==> src/rtl/piano_voice_ctrl.sv <==
// Voice allocator / command sequencer: frames 2-byte note-on/off commands from the UART
// and manages NUM_VOICES tone slots with hold timeout. Build option: PIANO_VOICE_STEAL_EN.
module piano_voice_ctrl #(
  parameter int NUM_VOICES = 4,
  parameter int TIMEOUT    = 50000,
  parameter int TMR_W      = 16
) (
  input  logic                    clk,
  input  logic                    reset,
  input  logic [7:0]              rx_byte,
  input  logic                    rx_done,
  output logic [NUM_VOICES-1:0]   voice_en,
  output logic [7*NUM_VOICES-1:0] voice_note,
  output logic                    frame_err,
  output logic                    note_drop
);

  localparam int              IDX_W    = (NUM_VOICES > 1) ? $clog2(NUM_VOICES) : 1;
  localparam logic [TMR_W-1:0] TMR_LAST = TMR_W'(TIMEOUT - 1);

  typedef enum logic [1:0] {IDLE = 2'd0, HDR = 2'd1, EXEC = 2'd2} state_t;

  state_t                 state, state_nxt;
  logic                   hdr_on;
  logic [6:0]             note_lat;
  logic [6:0]             note_r [NUM_VOICES];
  logic [TMR_W-1:0]       cnt_r  [NUM_VOICES];

  logic [NUM_VOICES-1:0]  en_d;
  logic [6:0]             note_d [NUM_VOICES];
  logic [TMR_W-1:0]       cnt_d  [NUM_VOICES];
  logic                   ferr_d, drop_d;
  logic [NUM_VOICES-1:0]  hit;
  logic [IDX_W-1:0]       free_idx;

  always_ff @(posedge clk) begin
    if (reset) state <= IDLE;
    else       state <= state_nxt;
  end

  // EXEC behaves like IDLE for a byte arriving while the command is applied
  always_comb begin
    state_nxt = state;
    case (state)
      HDR:     if (rx_done && !rx_byte[7]) state_nxt = EXEC;
      default: state_nxt = (rx_done && rx_byte[7]) ? HDR : IDLE;
    endcase
  end

`ifdef PIANO_VOICE_STEAL_EN
  logic [IDX_W-1:0] old_idx;
  logic [TMR_W-1:0] old_cnt;

  // Largest counter is the oldest voice; strict compare keeps ties on the lowest index
  always_comb begin
    old_idx = '0;
    old_cnt = cnt_r[0];
    for (int v = 1; v < NUM_VOICES; v++) begin
      if (cnt_r[v] > old_cnt) begin
        old_cnt = cnt_r[v];
        old_idx = IDX_W'(v);
      end
    end
  end
`endif

  always_comb begin
    en_d     = voice_en;
    drop_d   = 1'b0;
    ferr_d   = rx_done && ((rx_byte[7] && state == HDR) || (!rx_byte[7] && state != HDR));
    hit      = '0;
    free_idx = '0;
    for (int v = 0; v < NUM_VOICES; v++) begin
      note_d[v] = note_r[v];
      hit[v]    = voice_en[v] && (note_r[v] == note_lat);
      if (!voice_en[v])            cnt_d[v] = '0;
      else if (cnt_r[v] == TMR_LAST) begin
        cnt_d[v] = '0;
        en_d[v]  = 1'b0;
      end else                     cnt_d[v] = cnt_r[v] + TMR_W'(1);
    end
    for (int v = NUM_VOICES - 1; v >= 0; v--) begin
      if (!voice_en[v]) free_idx = IDX_W'(v);
    end
    // Command decisions use pre-edge voice_en and override any same-edge timeout
    if (state == EXEC) begin
      if (!hdr_on || (|hit)) begin
        for (int v = 0; v < NUM_VOICES; v++) begin
          if (hit[v]) begin
            en_d[v]  = hdr_on;
            cnt_d[v] = '0;
          end
        end
      end else if (!(&voice_en)) begin
        en_d[free_idx]   = 1'b1;
        note_d[free_idx] = note_lat;
        cnt_d[free_idx]  = '0;
      end else begin
`ifdef PIANO_VOICE_STEAL_EN
        en_d[old_idx]   = 1'b1;
        note_d[old_idx] = note_lat;
        cnt_d[old_idx]  = '0;
`else
        drop_d = 1'b1;
`endif
      end
    end
  end

  always_ff @(posedge clk) begin
    if (reset) begin
      voice_en  <= '0;
      frame_err <= 1'b0;
      note_drop <= 1'b0;
      for (int v = 0; v < NUM_VOICES; v++) begin
        note_r[v] <= '0;
        cnt_r[v]  <= '0;
      end
    end else begin
      voice_en  <= en_d;
      frame_err <= ferr_d;
      note_drop <= drop_d;
      for (int v = 0; v < NUM_VOICES; v++) begin
        note_r[v] <= note_d[v];
        cnt_r[v]  <= cnt_d[v];
      end
    end
  end

  // Header type and note are only consumed when the FSM says so
  always_ff @(posedge clk) begin
    if (rx_done && rx_byte[7])                 hdr_on   <= rx_byte[6];
    if (rx_done && !rx_byte[7] && state == HDR) note_lat <= rx_byte[6:0];
  end

  for (genvar g = 0; g < NUM_VOICES; g++) begin : g_note
    assign voice_note[7*g +: 7] = note_r[g];
  end

endmodule

==> config.mk <==
export PLATFORM = sky130hd
export DESIGN_NAME = piano_voice_ctrl
export DESIGN_NICKNAME = d
export VERILOG_FILES = /design/src/rtl/piano_voice_ctrl.sv
export SDC_FILE = /design/constraint.sdc
export NUM_CORES = 1
export LEC_CHECK = 0
export BUFFER_PORTS_ARGS = -buffer_cell sky130_fd_sc_hd__buf_2
export CAP_MARGIN = 10
export CORE_MARGIN = 4
export CORE_UTILIZATION = 38
export CTS_CLUSTER_SIZE = 24
export DETAILED_ROUTE_END_ITERATION = 7
export SLEW_MARGIN = 10
export SYNTH_ARGS = -nofsm -noshare
export SYNTH_HDL_FRONTEND = slang
export SYNTH_SLANG_ARGS = --single-unit
==> constraint.sdc <==
create_clock -name clk -period 2.4 [get_ports clk]
set_clock_uncertainty 0.15 [all_clocks]
set_input_delay 0.12 -clock clk [delete_from_list [all_inputs] [get_ports clk]]
set_output_delay 0.12 -clock clk [all_outputs]
set_load 0.05 [all_outputs]
==> results.md, run 1 <==
- Largest area contributor in the netlist: dfxtp_1
- Clock Tree Buf Depth: 2
- Clock power share: 0.421
- Final Critical Period: about 2.2 ns
- Layout cells sized above 1: 0.146
- Fin util: 0.460
- Switch Pwr: 0.714 mW
- Hpwl dp: 7.04 mm
- Via density: 4.76
- Fillers: 1234
- Critical Path AT: 2.28 ns
- Cell variety after synth: 43
- Total core area: 0.0122 mm²
- Multi-input logic area: between 0.002 and 0.0025 mm²
- Status: completed
- Starting density of the core: 0.394
- Largest net degree at the start of global routing: 41
- Number of setup buffers added after CTS: 0
- PortBufs: 44
- Combinational power share: 0.021
- CTS clk-pin slew, worst paths: about 0.070 ns
- Number of antenna diodes: 0
- Most common cell after layout, fill and taps aside: nor2_1
- Slew headroom: 0.492
- CTS Sinks: 108
- Die Height: 120 µm
- Post-synthesis net count: 530
- Worst r2r dst: note_r[3][0]
- Storage cell area: 0.00224 mm²
- WHS Path Cells: 2
- Root Buffer: clkbuf_16
- Top cells by area, synth: dfxtp_1 42%, xnor2_1 11%, nor2_1 9.2%
- CP Capture Type: flop
- Critical Path Source Type: flop
- DRC: 0
- Hold EP: hdr_on
- R2R Setup Slk: 0.17 ns
- Max Slew Vio Count: 0
- Tightest Pin Transition: 0.761 ns
- Hold WC Path Type: input pin to flop
- Wirelength per Cell: 13.0 µm
- Static leakage: between 1.5 and 2 nW
- Routability congestion estimate: between 0.7 and 0.8
- Fin. Hold Viols: 0
- Die ar.: 0.0145 mm²
- Detailed-route via count: 3579
- Power per cell area: 583 mW/mm²
- First-pass GRT wire length: 16.9 mm
- Syn Area/Cell: 9.33 µm²
- Cells after Synth: 515
- Switching Share: 0.218
- GRT Util Overall: 0.143
- Top-area cell type share of the netlist area: 0.416
- Fraction of registers with async set/reset: 0
- I/O pin count: 45
- Critical path type: flop to flop
- Worst flop-to-flop path startpoint: note_lat[3]
- Most frequent cells in the layout: 118 x nor2_1, 100 x dfxtp_1, 59 x xnor2_1, 44 x buf_2, 29 x nand2_1
- Fmax: around 0.45 GHz
- Die W: 120 µm
- Reg power frac: 0.558
- Required @ worst endpoint: 2.46 ns
- R2R cell count: 8
- CTS buffer count: 9
- Drt total wl: 9.77 mm
- Setup Total Neg Slack: 0 ns
- H-tree depth: 3
- Final nets: 594
- Max FO, Critical Path: 8
- Int Power: 2.56 mW
- Final worst setup slack: 0.173 ns
- EDFF count, synth: 8
- Grt ovf: 0
- Total of max-cap violations: 0
- Dpl ws: ~0.09 ns
- Main flop type after synthesis: dfxtp_1
- Flop and latch count out of synthesis: 108
- Pre-Repair DR Iteration Count: 4
- Synthesized area: 0.00481 mm²
- P&R area growth vs syn: 16.7%
- RSZ-0062 raised after global routing: false
- Clock Latency Late Sink: 0.34 ns
- # rows: 40
- Sequential area share after synthesis: 0.466
- Final setup viols: 0
- Placed Cells: 727
- Antenna viol nets, final: 0
- Fin cells: 752
- Antenna violations before repair: 0
- Warnings from Yosys: 0
- DR iter-0 viols: 147
- TritonCTS clock tree: built
- Worst hold start: rx_byte[7]
- Max VDD drop: 0.354 mV
- Final Cycle Share: 0.928
- Vias in the first global route: 3523
per-stage QoR:
step,power (mW),cell area [µm²],hold slack (ns)
floorplan,1.90,4810,0.0689
global placement,1.92,5240,0.147
detailed placement,1.92,5240,0.148
CTS,3.32,5610,0.00640
global route,3.41,5610,0.0351
finish,3.27,5610,0.0139
synth_stat cells, types with 2 or more instances:
cell / count
nor2_1: 118
dfxtp_1: 100
xnor2_1: 59
nand2_1: 29
mux2i_1: 28
xor2_1: 26
nand3_1: 24
and3_1: 17
nand4_1: 12
nor3_1: 12
inv_1: 10
edfxtp_1: 8
nor4_1: 7
buf_6: 6
nor2b_1: 6
o21ai_0: 6
clkbuf_1: 5
ha_1: 4
buf_2: 3
nand2b_1: 3
nor3b_1: 3
o21ai_2: 3
and2_1: 2
buf_4: 2
nand4_2: 2
nor4_4: 2
nor4b_1: 2
final cells by class:
cell class                 instances  area share
clock inverter                     7     0.00914
sequential                       108       0.400
tap                              168      0.0375
clock buffer                       9      0.0401
inverter                          10     0.00669
timing repair buffer              69      0.0767
multi-input combinational        381       0.430
power groups by stage:
| stage | logic, mW | registers, mW | clock network, mW |
|---|---|---|---|
| after floorplan | 0.0359 | 1.87 | 0 |
| after global placement | 0.0559 | 1.87 | 0 |
| after detailed placement | 0.0566 | 1.87 | 0 |
| after CTS | 0.0678 | 1.83 | 1.43 |
| after global routing | 0.0748 | 1.83 | 1.51 |
| final | 0.0676 | 1.83 | 1.38 |
repair_timing:
item,4_1_cts,5_1_grt
endpoints found under the setup margin,0,6
gates resized for setup,0,1
hold endpoints to repair,11,0
hold buffers,9,0
registers in the layout, summed over array words and instances, names as in the netlist:
name / cells
cnt_r: 64
voice_en: 4
frame_err: 1
hdr_on: 1
state: 2
note_r: 28
note_drop: 1
note_lat: 7
worst max path at each step:
| stage | from | endpoint | slack [ns] | cells past startpoint |
|---|---|---|---|---|
| global route | note_lat[1] | cnt_r[1][5] | 0.02 | 7 |
| global placement | note_lat[4] | note_r[1][0] | 0.13 | 6 |
| detailed placement | note_lat[5] | note_r[1][6] | 0.09 | 6 |
| CTS | note_lat[3] | note_r[1][6] | 0.06 | 6 |
| finish | note_lat[3] | note_r[3][0] | 0.17 | 8 |
| floorplan | note_r[0][6] | note_r[1][6] | 0.21 | 7 |
critical path, stage by stage (launching register included):
cell,delay (ns)
edfxtp_1,0.57
xnor2_1,0.22
nand4_2,0.14
o21ai_4,0.06
buf_4,0.18
nor4_4,0.27
buf_4,0.23
mux2i_1,0.21
nor2_1,0.05
kinds of logic after synthesis:
group	after synthesis	share of synthesized area
compound gates	17	0.0263
xor+xnor	85	0.155
buf+inv	26	0.0320
simple gates	247	0.252
mux	28	0.0583
flops	108	0.466
fa+ha+maj	4	0.0104
routing by layer:
metal / part of all wire / vias up / track usage
li1: - / 1851 / -
met1: 0.49 / 1648 / 0.197
met2: 0.45 / 68 / 0.221
met3: 0.046 / 12 / 0.0337
met4: 0.014 / 0 / 0.0453
met5: 0 / - / 0
(Power assumes the default switching activity.)
==> run 2, diff against run 1 <==
Settings changed: SETUP_SLACK_MARGIN set to 0.2.
==> run 2 against run 1 <==
- largest power group unchanged
- via count increased by 2.3%
- worst setup slack improved by 0.045 ns
- sequential share of layout area fell by 1.4 points
- sequential cell count is the same
- final area grew 3.7%
- die area unchanged
- clock power hardly changed
- global-route usage rose by 0.079 points
- final cell count increased by 1.9%
- worst hold slack hardly changed
- total power rose by 0.34%
- combinational power increased by 14%
- critical path type unchanged
==> results.md, run 2 (synthesis results as in run 1) <==
- Status: completed
- Starting density of the core: 0.394 (unchanged)
- Total core area: 0.0122 mm² (unchanged)
- CP Capture Type: flop
- Reg power frac: 0.556 (-0.002)
- Final Cycle Share: 0.909 (-0.0188)
- CTS buffer count: 9 (unchanged)
- # rows: 40 (unchanged)
- Post-DP Area: 0.00524 mm² (unchanged)
- Layout cells sized above 1: 0.181 (+0.0351)
- Routability congestion estimate: 0.762 (unchanged)
- Max VDD drop: 0.354 mV (about the same)
- Setup Total Neg Slack: 0 ns (unchanged)
- Via density: 4.78 (+0.45%)
- Die W: 120 µm (unchanged)
- GRT Util Overall: 0.143 (+0.000792)
- Int Power: 2.56 mW (+0.19%)
- Final nets: 608 (+2.4%)
- Hpwl dp: 7.04 mm (unchanged)
- Placed Cells: 727 (unchanged)
- Critical Path Source Type: flop
- TritonCTS clock tree: built
- Max FO, Critical Path: 7 (-1)
- Top reg by flops: cnt_r
- PortBufs: 44 (unchanged)
- Die ar.: 0.0145 mm² (unchanged)
- Critical Path AT: 2.24 ns (-0.04 ns)
- Tightest Pin Transition: 0.758 ns (-0.00324 ns)
- Drt total wl: 10.1 mm (+3.5%)
- Fin cells: 766 (+1.9%)
- Detailed-route via count: 3662 (+2.3%)
- Most common cell after layout, fill and taps aside: nor2_1
- CTS clk-pin slew, worst paths: 0.07 ns (about the same)
- I/O pin count: 45 (unchanged)
- Fin. Hold Viols: 0 (unchanged)
- WHS: 0.0137 ns (-0.000145 ns)
- H-tree depth: 3 (unchanged)
- Fin util: 0.477 (+0.0171)
- Wirelength per Cell: 13.2 µm (+1.6%)
- Combinational power share: 0.023 (+0.002)
- Number of antenna diodes: 0 (unchanged)
- Max Slew Vio Count: 0 (unchanged)
- Final setup viols: 0 (unchanged)
- Fin area: 0.00582 mm² (+3.7%)
- Vias in the first global route: 3555 (+0.91%)
- Total of max-cap violations: 0 (unchanged)
- DRC: 0 (unchanged)
- Antenna violations before repair: 0 (unchanged)
- Largest register FFs: 64 (unchanged)
- Root Buffer: clkbuf_16
- Slew headroom: 0.495 (+0.00216)
- First-pass GRT wire length: 17.0 mm (+0.57%)
- Static leakage: 2.08 nW (+5.1%)
- Grt ovf: 0 (unchanged)
- P&R area growth vs syn: 21.1%
- DR iter-0 viols: 185 (+26%)
- Antenna viol nets, final: 0 (unchanged)
- Pre-Repair DR Iteration Count: 5 (+1)
- Switch Pwr: 0.721 mW (+0.87%)
- Die Height: 120 µm (unchanged)
- Clock power share: 0.421 (about the same)
- Clock Tree Buf Depth: 2 (unchanged)
- Power per cell area: 564 mW/mm² (-3.3%)
- CTS Sinks: 108 (unchanged)
- Critical path type: flop to flop
- RSZ-0062 raised after global routing: true
- Fmax: 0.458 GHz (+2.1%)
- Clock Latency Late Sink: 0.34 ns (about the same)
- Largest registers: cnt_r x64, note_r x28, note_lat x7
- Most frequent cells in the layout: 117 x nor2_1, 100 x dfxtp_1, 55 x xnor2_1, 44 x buf_2
- Switching Share: 0.220 (+0.00114)
- Final Critical Period: 2.18 ns (-0.0450 ns)
- Largest net degree at the start of global routing: 41 (unchanged)
- Required @ worst endpoint: 2.46 ns (about the same)
- Hold WC Path Type: input pin to flop
[run 2: path summary, 6_finish.rpt]
| check | start | endpoint | slack [ns] | depth (start not counted) |
|---|---|---|---|---|
| worst max-delay path | note_lat[3] | note_r[3][0] | 0.22 | 8 |
| worst min-delay path | rx_byte[7] | hdr_on | 0.01 | 2 |
| worst max register to register | note_lat[3] | note_r[3][0] | 0.22 | 8 |
| worst min register to register | cnt_r[2][0] | cnt_r[2][0] | 0.29 | 1 |
[run 2: final cells by class]
type	count	area (µm²)
clock buffer	9	225
timing repair buffer	83	569
tap	168	210
clock inverter	7	51.3
inverter	10	37.5
multi-input combinational	381	2480
fill	1213	6390
sequential	108	2240
[run 2: power by group through the flow]
stage | combinational [mW] | clock (mW) | sequential, mW
floorplan | 0.0359 | 0 | 1.87
global placement | 0.0559 | 0 | 1.87
detailed placement | 0.0566 | 0 | 1.87
CTS | 0.0731 | 1.43 | 1.82
global route | 0.0843 | 1.51 | 1.82
finish | 0.0770 | 1.38 | 1.82
[run 2: critical path: stages, from the launching register on]
cell and delay (ns):
edfxtp_1 0.55, buf_6 0.20, xnor2_4 0.12, nand4_1 0.19, o21ai_4 0.11, nor4_4 0.26, buf_6 0.20, mux2i_1 0.21
nor2_1 0.05
[run 2: per-stage QoR]
step           total power [mW]  worst slack [ns]
2_1_floorplan              1.90             0.208
3_3_place_gp               1.92             0.126
3_5_place_dp               1.92            0.0921
4_1_cts                    3.32             0.228
5_1_grt                    3.42             0.107
6_report                   3.28             0.218
[run 2: timing repair]
item,in CTS,in global routing
gates resized for setup,2,23
cloned,0,1
endpoints found under the setup margin,18,58
hold endpoints to repair,11,0
pin swaps,0,3
hold buffers,9,0
buffers inserted,11,2
[run 2: metal layers]
layer,vias to the layer above,track usage,share of wire
li1,1876,-,-
met1,1705,0.197,0.49
met2,70,0.223,0.46
met3,11,0.0337,0.042
met4,0,0.0475,0.013
met5,-,0,0
